$ cat config.mk
export PLATFORM = sky130hd
export DESIGN_NAME = mem_bus_arbiter
export DESIGN_NICKNAME = d
export VERILOG_FILES = /design/src/rtl/mem_bus_arbiter_pkg.sv /design/src/rtl/mem_bus_arbiter.sv
export SDC_FILE = /design/constraint.sdc
export NUM_CORES = 1
export LEC_CHECK = 0
export CORE_MARGIN = 10
export CORE_UTILIZATION = 35
export DETAILED_ROUTE_END_ITERATION = 8
export PLACE_DENSITY = 0.84
export SLEW_MARGIN = 20
export SYNTH_ARGS = -nofsm -noshare
export SYNTH_HDL_FRONTEND = slang
export SYNTH_SLANG_ARGS = --single-unit
$ cat constraint.sdc
create_clock -name clk -period 1.9 [get_ports clk]
set_input_delay 0.38 -clock clk [delete_from_list [all_inputs] [get_ports clk]]
set_output_delay 0.38 -clock clk [all_outputs]
set_load 0.02 [all_outputs]
$ cat src/rtl/mem_bus_arbiter_pkg.sv
// Shared types and defaults for the I/D memory bus arbiter.
package mem_bus_arbiter_pkg;

    typedef enum logic [1:0] {
        IDLE = 2'd0,
        REQ  = 2'd1,
        RESP = 2'd2
    } arb_state_t;

    typedef enum logic {
        OWN_I = 1'b0,
        OWN_D = 1'b1
    } arb_owner_t;

    localparam int STARVE_LIMIT_DEF = 4;

endpackage

$ cat src/rtl/mem_bus_arbiter.sv
// Shares one external memory port between instruction fetch (I) and data access (D).
// D wins by default; a saturating starvation counter forces an I grant.
module mem_bus_arbiter
    import mem_bus_arbiter_pkg::*;
#(
    parameter int AW           = 32,
    parameter int DW           = 32,
    parameter int STARVE_LIMIT = STARVE_LIMIT_DEF
) (
    input  logic            clk,
    input  logic            reset,
    input  logic            i_valid,
    input  logic [AW-1:0]   i_addr,
    output logic            i_data_ok,
    output logic [DW-1:0]   i_rdata,
    output logic            i_wait,
    input  logic            d_valid,
    input  logic [AW-1:0]   d_addr,
    input  logic [DW/8-1:0] d_strobe,
    input  logic [DW-1:0]   d_wdata,
    output logic            d_data_ok,
    output logic [DW-1:0]   d_rdata,
    output logic            d_wait,
    output logic            m_req,
    output logic [AW-1:0]   m_addr,
    output logic [DW/8-1:0] m_strobe,
    output logic [DW-1:0]   m_wdata,
    input  logic            m_addr_ok,
    input  logic            m_data_ok,
    input  logic [DW-1:0]   m_rdata
);

    localparam int CW = $clog2(STARVE_LIMIT + 1);

    arb_state_t state;
    arb_owner_t owner;
    logic [CW-1:0] starve_cnt;
    logic abort;

    logic own_valid;
    logic done;
    logic grant_d;

    always_comb begin
        own_valid = (owner == OWN_D) ? d_valid : i_valid;
        done      = (state == REQ && m_addr_ok && m_data_ok) || (state == RESP && m_data_ok);
        grant_d   = d_valid && !(i_valid && starve_cnt == CW'(STARVE_LIMIT));
        m_req     = (state == REQ);
        // A flushed owner (valid low now or at any point since grant) never sees its data_ok.
        i_data_ok = done && owner == OWN_I && i_valid && !abort;
        d_data_ok = done && owner == OWN_D && d_valid && !abort;
        i_rdata   = m_rdata;
        d_rdata   = m_rdata;
        i_wait    = i_valid && !i_data_ok;
        d_wait    = d_valid && !d_data_ok;
    end

    always_ff @(posedge clk or negedge reset) begin
        if (!reset) begin
            state      <= IDLE;
            owner      <= OWN_I;
            starve_cnt <= '0;
            abort      <= 1'b0;
            m_addr     <= '0;
            m_strobe   <= '0;
            m_wdata    <= '0;
        end else begin
            case (state)
                IDLE: begin
                    abort <= 1'b0;
                    if (!i_valid)
                        starve_cnt <= '0;
                    if (i_valid || d_valid) begin
                        state <= REQ;
                        if (grant_d) begin
                            owner    <= OWN_D;
                            m_addr   <= d_addr;
                            m_strobe <= d_strobe;
                            m_wdata  <= d_wdata;
                            if (i_valid && starve_cnt != CW'(STARVE_LIMIT))
                                starve_cnt <= starve_cnt + CW'(1);
                        end else begin
                            owner      <= OWN_I;
                            m_addr     <= i_addr;
                            m_strobe   <= '0;
                            m_wdata    <= '0;
                            starve_cnt <= '0;
                        end
                    end
                end
                REQ: begin
                    if (!own_valid)
                        abort <= 1'b1;
                    if (m_addr_ok)
                        state <= m_data_ok ? IDLE : RESP;
                end
                RESP: begin
                    if (!own_valid)
                        abort <= 1'b1;
                    if (m_data_ok)
                        state <= IDLE;
                end
                default: state <= IDLE;
            endcase
        end
    end

endmodule

# Word level (Yosys, flattened, before mapping)
# Cells that the tools add are included.
# Widths: inputs -> output; s select.
[word_totals] reg_bits=75 latch_bits=0 mem_bits_rw=0 romBits=0 out_inout_bits=137 wordCells=59 n_memories=0
[classes] n_addsub=1 mul=0 div_mod_pow=0 order_cmp=0 n_eq_ne=8 shift=0 n_mux=16 bitwise_logic=1 n_reduce_logical=26
[op_table] op="$mux 32" count=2
[op_table] op="$logic_and 1x1->1" count=14
[op_table] op="$mux 3" count=4
[op_table] op="$mux 2" count=4
[op_table] op="$ne 2x2->1 const B" count=3
[op_table] op="$pmux 2 s3" count=1
[op_table] op="$logic_not 1->1" count=4
[op_table] op="$mux 4" count=1
[op_table] op="$reduce_and 2->1" count=2
[op_table] op="$add 3x1->3 const B" count=1
[op_table] op="$eq 3x3->1 const B" count=1
[op_table] op="$mux 1" count=3
[op_table] op="$ne 3x3->1 const B" count=1
[op_table] op="$reduce_and 3->1" count=1
[op_table] op="$eq 2x1->1 const B" count=1
[op_table] op="$eq 2x2->1 const B" count=1
[op_table] op="$logic_not 2->1" count=1
[op_table] op="$logic_or 1x1->1" count=2
[op_table] op="$ne 2x1->1 const B" count=1
[op_table] op="$pmux 1 s2" count=1
[op_table] op="$reduce_bool 2->1" count=1
[op_table] op="$reduce_or 2->1" count=1
[op_table] op="$not 1->1" count=1

# Logic depth before layout (Yosys ltp)
# Gate-level depths: netlist of the first run.
[logic_depth] ltp_word=9 depth_mapped=7

# Worst setup path after synthesis of the first run
# No wires, ideal clock.
[synth_timing] kind="register to output" startpoint="register state[1]" endpoint="output d_wait" arrival_time_ns=1.446 t_required_ns=1.520 setup_slack_ns=0.074 stages_incl_launch_ff=6 cell_sequence="dfrtp_1 inv_1 ha_1 a21oi_1 nor3_1 a21boi_0"
[synth_via] elab_chain_cells=9
[synth_lines] item="from (decl)" line_no="mem_bus_arbiter.sv:35" text="arb_state_t state;"
[synth_lines] item="from (signal assigned)" line_no="mem_bus_arbiter.sv:95" text="state <= m_data_ok ? IDLE : RESP;"
[synth_lines] item="$eq 2x1->1"
[synth_lines] item="net m_req" line_no="mem_bus_arbiter.sv:24" text="output logic m_req,"
[synth_lines] item="$logic_and 1x1->1 (2 in series)" line_no="mem_bus_arbiter.sv:46" text="done = (state == REQ && m_addr_ok && m_data_ok) || (state == RESP && m_data_ok);"
[synth_lines] item="$logic_or 1x1->1" line_no="mem_bus_arbiter.sv:46"
[synth_lines] item="$logic_and 1x1->1 (3 in series)" line_no="mem_bus_arbiter.sv:51" text="d_data_ok = done && owner == OWN_D && d_valid && !abort;"
[synth_lines] item="$logic_not 1->1" line_no="mem_bus_arbiter.sv:55" text="d_wait = d_valid && !d_data_ok;"
[synth_lines] item="$logic_and 1x1->1" line_no="mem_bus_arbiter.sv:55"
[synth_lines] item="to (decl)" line_no="mem_bus_arbiter.sv:23" text="output logic d_wait,"
# The timed path passes the listed nets, and every way through them passes these cells.

# Worst setup path in the final report of the first run
[layout_timing] startpoint="register state[1]" endpoint="output i_wait"
[layout_via] elab_chain_cells=9
[layout_lines] item="$eq 2x1->1" line_no="mem_bus_arbiter.sv:46"
[layout_lines] item="$logic_and 1x1->1 (2 in series)" line_no="mem_bus_arbiter.sv:46"
[layout_lines] item="$logic_or 1x1->1 (*)" line_no="mem_bus_arbiter.sv:46"
[layout_lines] item="$logic_and 1x1->1 (*) (3 in series)" line_no="mem_bus_arbiter.sv:50" text="i_data_ok = done && owner == OWN_I && i_valid && !abort;"
[layout_lines] item="$logic_not 1->1 (*)" line_no="mem_bus_arbiter.sv:54" text="i_wait = i_valid && !i_data_ok;"
[layout_lines] item="$logic_and 1x1->1 (*)" line_no="mem_bus_arbiter.sv:54"
[layout_lines] item="to (decl)" line_no="mem_bus_arbiter.sv:16" text="output logic i_wait,"
# Every way passes the cells marked *; elsewhere a longest branch is shown, timed or not.

==> results_dict.tcl, run 1 <==
set metrics [dict create \
    fill_cells 938 \
    max_freq_mhz 488 \
    tns_ns -0.287 \
    leakagePower_nw 2.35 \
    routed_via_density 5.13 \
    synth.area.top_cells "dfrtp_1 (49%), buf_4 (13%), a22o_1 (8.2%), nand2_1 (6.6%), o211ai_1 (6.2%)" \
    clockBufferDepth 2 \
    clock_power_share 0.134 \
    cpPeakStageDelay_ns 0.41 \
    final_util 0.521 \
    layout.nets 639 \
    ys_warn_count 0 \
    dp_slack_ns -0.574 \
    finalSetupViolations 4 \
    diodes 0 \
    timing.rr.start "state[0]" \
    critPathMaxFanout 2 \
    cp.arrival_ns 1.67 \
    synthFlopType "dfrtp_1" \
    reg2regPathDepth 5 \
    grt_pass1_wl_um 19100 \
    finalCritPeriodShare 1.08 \
    die_x_um 125 \
    cp_slowest_cell "dfrtp_1" \
    cap_violations 0 \
    ys_ff_latch 75 \
    finalCriticalPeriod_ns 2.05 \
    end_kind "output port" \
    start_util 0.357 \
    clk_pin_slew_ns 0.07 \
    rsz0062_at_grt "true" \
    wire_per_inst_um 19.6 \
    violations "setup timing" \
    async_flop_share 1.00 \
    hp-start "m_addr[26]" \
    hp-class "reg2reg" \
    gr-total-overflow 0 \
    htree_levels 3 \
    tightest_slew_ns 0.418 \
    dieArea_sq_um 15600 \
    coreArea_sq_um 10800 \
    ys_top_cells_by_count "dfrtp_1 (75), nand2_1 (68), buf_4 (65)" \
    ir_drop_mv 0.831 \
    insertion_delay_ns 0.34 \
    combPwrFrac 0.560 \
    status "finished, violations left" \
    dieHeight_um 125 \
    gp_congestion 0.803 \
    syn-cell-area_sq_um 3850 \
    synth_top_area_frac 0.487 \
    synth.avg_cell_area_sq_um 10.1 \
    root_buffer "clkbuf_8" \
    grt_pass1_vias 3379 \
    reg2reg_setup_slack_ns 0.09 \
    power.density_nw_per_um2 1650 \
    antenna_found_initial 0 \
    drt-total-wl_um 12500 \
    multi_input_comb_area_sq_um 1320 \
    start_kind "flop" \
    worst_r2r_endpoint "state[0]" \
    vias 3280 \
    cts_num_sinks 75 \
    ant_nets 0 \
    critical_path_required_ns 1.52 \
    path_cells "buf_6, ha_4, a21oi_4, nor4_2, buf_4, nor2b_1, buf_4" \
    swShare 0.400 \
    yosysMostFrequentCell "dfrtp_1" \
    portBuffers 178 \
    crit_family "buffers and inverters" \
    crit_top_cell "buf_4" \
    total_power_w 0.00929 \
    relSlewSlack 0.721 \
    layout-drive-gt1-share 0.102 \
    skew_ns 0.00655 \
    crit_cells 7 \
    synth_nets 524 \
    ys_types 31 \
    synth_top_cell_by_area "dfrtp_1" \
    yosysSeqAreaShare 0.487 \
    fin_ws_ns -0.148 \
    cts_tree "built" \
    p_seq_frac 0.306 \
    drtPass1Iterations 4 \
    hpwl_um 9760 \
    fp-row-count 38 \
    holdPathEnd "m_addr[26]" \
    pin_count 275 \
    hold_path_depth 2 \
    hold_viol 0 \
    track_usage 0.150 \
    grt_max_degree 47 \
    drtIter0Drc 238 \
    syn_to_final_growth_pct 45.8 \
    cts_buffers 9 \
    drcViolationCount 0 \
    synth_edf_count 0 \
    worstSetupPathType "reg2out" \
    maxSlewViolCount 0 \
    ff_latch_area_sq_um 1880 \
    syn_inst 380 \
    intPower_w 0.00558 \
    path_buf_inv 3 \
    p_switching_w 0.00371 \
]
==> flip-flops by register name, summed over array words and instances, names as in the netlist <==
| register | count |
|---|---|
| m_wdata | 32 |
| m_addr | 32 |
| starve_cnt | 3 |
| state | 2 |
| m_strobe | 4 |
| abort | 1 |
| owner | 1 |
==> worst max-delay path by stage <==
| stage | start | to | slack (ns) |
|---|---|---|---|
| 3_3_place_gp | m_data_ok | i_data_ok | -0.45 |
| 6_report | state[1] | i_wait | -0.15 |
| 4_1_cts | state[1] | i_wait | -0.15 |
| 3_5_place_dp | m_data_ok | i_data_ok | -0.57 |
| 2_1_floorplan | state[1] | d_wait | 0.07 |
| 5_1_grt | state[1] | i_wait | -0.23 |
==> area by class of cell <==
| cell class | count | area share |
|---|---|---|
| well taps | 140 | 0.0312 |
| clock inverters | 4 | 0.00890 |
| flip-flops and latches | 75 | 0.334 |
| clock buffers | 11 | 0.0269 |
| multi-input cells | 201 | 0.235 |
| repair buffers | 199 | 0.358 |
| inverters | 9 | 0.00601 |
==> placed cells by master, fill, tap and decap left out, types with 4 or more instances in the layout <==
cell type / instances
a22o_1: 36
buf_12: 6
buf_4: 16
clkbuf_8: 11
clkdlybuf4s50_1: 172
dfrtp_1: 75
ha_1: 4
inv_1: 7
nand2_1: 68
nand4_1: 33
o211ai_1: 32
==> what timing repair did <==
action	4_1_cts	5_1_grt
endpoints found under the hold margin	29	0
setup buffers	3	0
setup endpoints to repair	5	7
hold buffers	1	0
resized for setup	31	6
pin swaps	5	3
==> cell families (layout without fill, tap and decap cells) <==
group                    Yosys count  count (layout)  share of synthesized area
AO/OA/AOI/OAI                     78              78                      0.163
adder cells (fa/ha/maj)            6               6                     0.0195
buffers and inverters            104             223                      0.182
flip-flops                        75              75                      0.487
multiplexers                       4               4                     0.0107
AND/OR/NAND/NOR                  113             113                      0.138
==> stage by stage <==
stage          cells  area, sq um  hold WS [ns]
3_5_place_dp     620         5350         0.338
2_1_floorplan    380         3850        0.0844
5_1_grt          639         5620         0.522
4_1_cts          639         5610         0.500
6_report         639         5620         0.496
3_3_place_gp     620         5350         0.331
==> worst reg2reg max path, cell delays in order (launching register included) <==
cell      delay (ns)
dfrtp_1         0.40
inv_2           0.08
buf_4           0.14
ha_1            0.29
a222oi_1        0.42
mux2_1          0.36
==> metal layers <==
layer | wire length (um) | vias to the layer above | GRT usage
li1 | - | 1505 | -
met1 | 4770 | 1546 | 0.165
met2 | 6140 | 216 | 0.248
met3 | 1460 | 13 | 0.0680
met4 | 161 | 0 | 0.0617
met5 | 0 | - | 0
==> power groups by stage <==
stage | clock (W) | sequential [W] | combinational [W]
after floorplan | 0 | 0.00370 | 0.00198
after global placement | 0 | 0.00280 | 0.00503
after detailed placement | 0 | 0.00286 | 0.00515
after CTS | 0.00130 | 0.00284 | 0.00524
after global routing | 0.00136 | 0.00294 | 0.00557
final | 0.00125 | 0.00284 | 0.00520
Power figures use the tool's default switching activity.
==> inputs of run 2 (changes only) <==
--- a/config.mk
+++ b/config.mk
@@ -5,8 +5,10 @@
 export SDC_FILE = /design/constraint.sdc
 export NUM_CORES = 1
 export LEC_CHECK = 0
+export CELL_PAD_IN_SITES_DETAIL_PLACEMENT = 1
+export CELL_PAD_IN_SITES_GLOBAL_PLACEMENT = 2
 export CORE_MARGIN = 10
-export CORE_UTILIZATION = 35
+export CORE_UTILIZATION = 19
 export DETAILED_ROUTE_END_ITERATION = 8
 export PLACE_DENSITY = 0.84
 export SLEW_MARGIN = 20
==> run 2 against run 1 <==
Compared with the run above:
- the flow still finishes with violations (setup timing)
- fmax is 4.7% higher
- via count hardly changed
- clock-buffer cell count is 1 lower
- flip-flop and latch count stayed put
- setup slack better by 0.093 ns
- critical path type unchanged
- largest power group unchanged
==> results_dict.tcl, run 2 (same netlist as run 1, synthesis figures left out) <==
set metrics [dict create \
    reg2reg_setup_slack_ns 0.03 \
    status "finished, violations left" \
    finalCritPeriodShare 1.03 \
    vias 3281 \
    cp_slowest_cell "dfrtp_1" \
    gr-total-overflow 0 \
    leakagePower_nw 2.41 \
    coreArea_sq_um 20100 \
    drt-total-wl_um 13900 \
    track_usage 0.103 \
    final_util 0.296 \
    power.density_nw_per_um2 1680 \
    ir_drop_mv 0.490 \
    worst_r2r_endpoint "state[0]" \
    dieHeight_um 162 \
    htree_levels 3 \
    maxSlewViolCount 0 \
    relSlewSlack 0.685 \
    holdWs_ns 0.496 \
    timing.rr.start "state[0]" \
    clock_power_share 0.169 \
    holdPathEnd "m_addr[24]" \
    portBuffers 178 \
    violations "setup timing" \
    start_kind "flop" \
    end_kind "output port" \
    fp-row-count 52 \
    start_util 0.192 \
    pin_count 275 \
    fin_ws_ns -0.0552 \
    die_x_um 162 \
    reg2regPathDepth 6 \
    drtPass1Iterations 4 \
    top_regs "m_addr (32), m_wdata (32), m_strobe (4)" \
    p_switching_w 0.00396 \
    cpPeakStageDelay_ns 0.43 \
    drcViolationCount 0 \
    finalCriticalPeriod_ns 1.96 \
    p_seq_frac 0.288 \
    insertion_delay_ns 0.33 \
    hp-class "reg2reg" \
    max_freq_mhz 511 \
    finalSetupViolations 4 \
    clockBufferDepth 2 \
    ant_nets 0 \
    critical_path_required_ns 1.52 \
    cap_violations 0 \
    cts_tree "built" \
    routed_via_density 4.23 \
    layout-drive-gt1-share 0.121 \
    wire_per_inst_um 17.9 \
    dieArea_sq_um 26400 \
    grt_max_degree 51 \
    worstSetupPathType "reg2out" \
    syn_to_final_growth_pct 54.2 \
    layout.nets 644 \
    hold_path_depth 2 \
    path_cells "inv_2, ha_4, a21oi_4, nor3_4, and3_4, buf_6" \
    hpwl_um 10700 \
    gp_congestion 0.751 \
    intPower_w 0.00604 \
    hold_viol 0 \
    tightest_slew_ns 0.473 \
    cp.arrival_ns 1.58 \
    grt_pass1_vias 3855 \
    grt_pass1_wl_um 21700 \
    clk_pin_slew_ns 0.06 \
    hp-start "m_addr[24]" \
    drtIter0Drc 53 \
    diodes 0 \
    root_buffer "clkbuf_16" \
    combPwrFrac 0.543 \
    critPathMaxFanout 2 \
    rsz0062_at_grt "true" \
    layout_commonest_cell "clkdlybuf4s50_1" \
    skew_ns 0.00750 \
    cts_num_sinks 75 \
    cts_buffers 9 \
    swShare 0.396 \
    final_cell_mix "clkdlybuf4s50_1 (171), dfrtp_1 (75), nand2_1 (68)" \
    antenna_found_initial 0 \
]
[run 2: final cells by class]
cell class	instances	area, sq um
timing repair buffer	204	2030
clock buffer	10	229
inverter	9	33.8
multi-input combinational	201	1370
clock inverter	6	66.3
tap	270	338
sequential	75	1880
fill	2242	14200
[run 2: how the worst max path moves through the flow]
stage          slack [ns]      start  cells past startpoint        end
6_report            -0.06   state[1]                      6  d_data_ok
4_1_cts             -0.09   state[1]                      6  d_data_ok
3_3_place_gp        -0.48  m_data_ok                      5  i_data_ok
5_1_grt             -0.12   state[1]                      6  d_data_ok
3_5_place_dp        -0.56  m_data_ok                      5  i_data_ok
2_1_floorplan        0.07   state[1]                      5     d_wait
[run 2: what timing repair did]
action,4_1_cts,5_1_grt
hold endpoints to repair,5,0
resized for setup,39,6
pin swaps,5,6
setup endpoints to repair,5,7
buffers inserted,3,3
hold buffers,1,0
[run 2: power by group through the flow]
stage          sequential, W  combinational (W)  clock, W
6_report             0.00288            0.00543   0.00169
5_1_grt              0.00298            0.00588   0.00184
4_1_cts              0.00289            0.00550   0.00176
3_5_place_dp         0.00289            0.00532         0
3_3_place_gp         0.00284            0.00518         0
2_1_floorplan        0.00370            0.00198         0
[run 2: worst max-delay path: cells and delay by family, from the launching register on]
kind                       cells  cell delay, ns
AOI/OAI and AO/OA              1            0.07
adders and majority gates      1            0.15
buffers and inverters          2            0.21
DFF                            1            0.43
and+or+nand+nor                2            0.38
[run 2: per-layer routing]
| metal | vias up | wire length [um] | track usage |
|---|---|---|---|
| met3 | 23 | 1490 | 0.0533 |
| met2 | 144 | 6630 | 0.170 |
| met4 | 0 | 276 | 0.0376 |
| li1 | 1524 | - | - |
| met5 | - | 0 | 0 |
| met1 | 1590 | 5500 | 0.112 |
[run 2: through the flow]
stage	setup TNS [ns]	worst slack (ns)	power (W)	std cells	area, sq um
after global routing	-0.525	-0.115	0.0107	775	5940
after detailed placement	-10.90	-0.556	0.00821	753	5520
after floorplan	0	0.0736	0.00568	380	3850
after global placement	-7.66	-0.479	0.00802	753	5520
after CTS	-0.207	-0.0905	0.0102	773	5920
final	-0.172	-0.0552	0.0100	775	5940
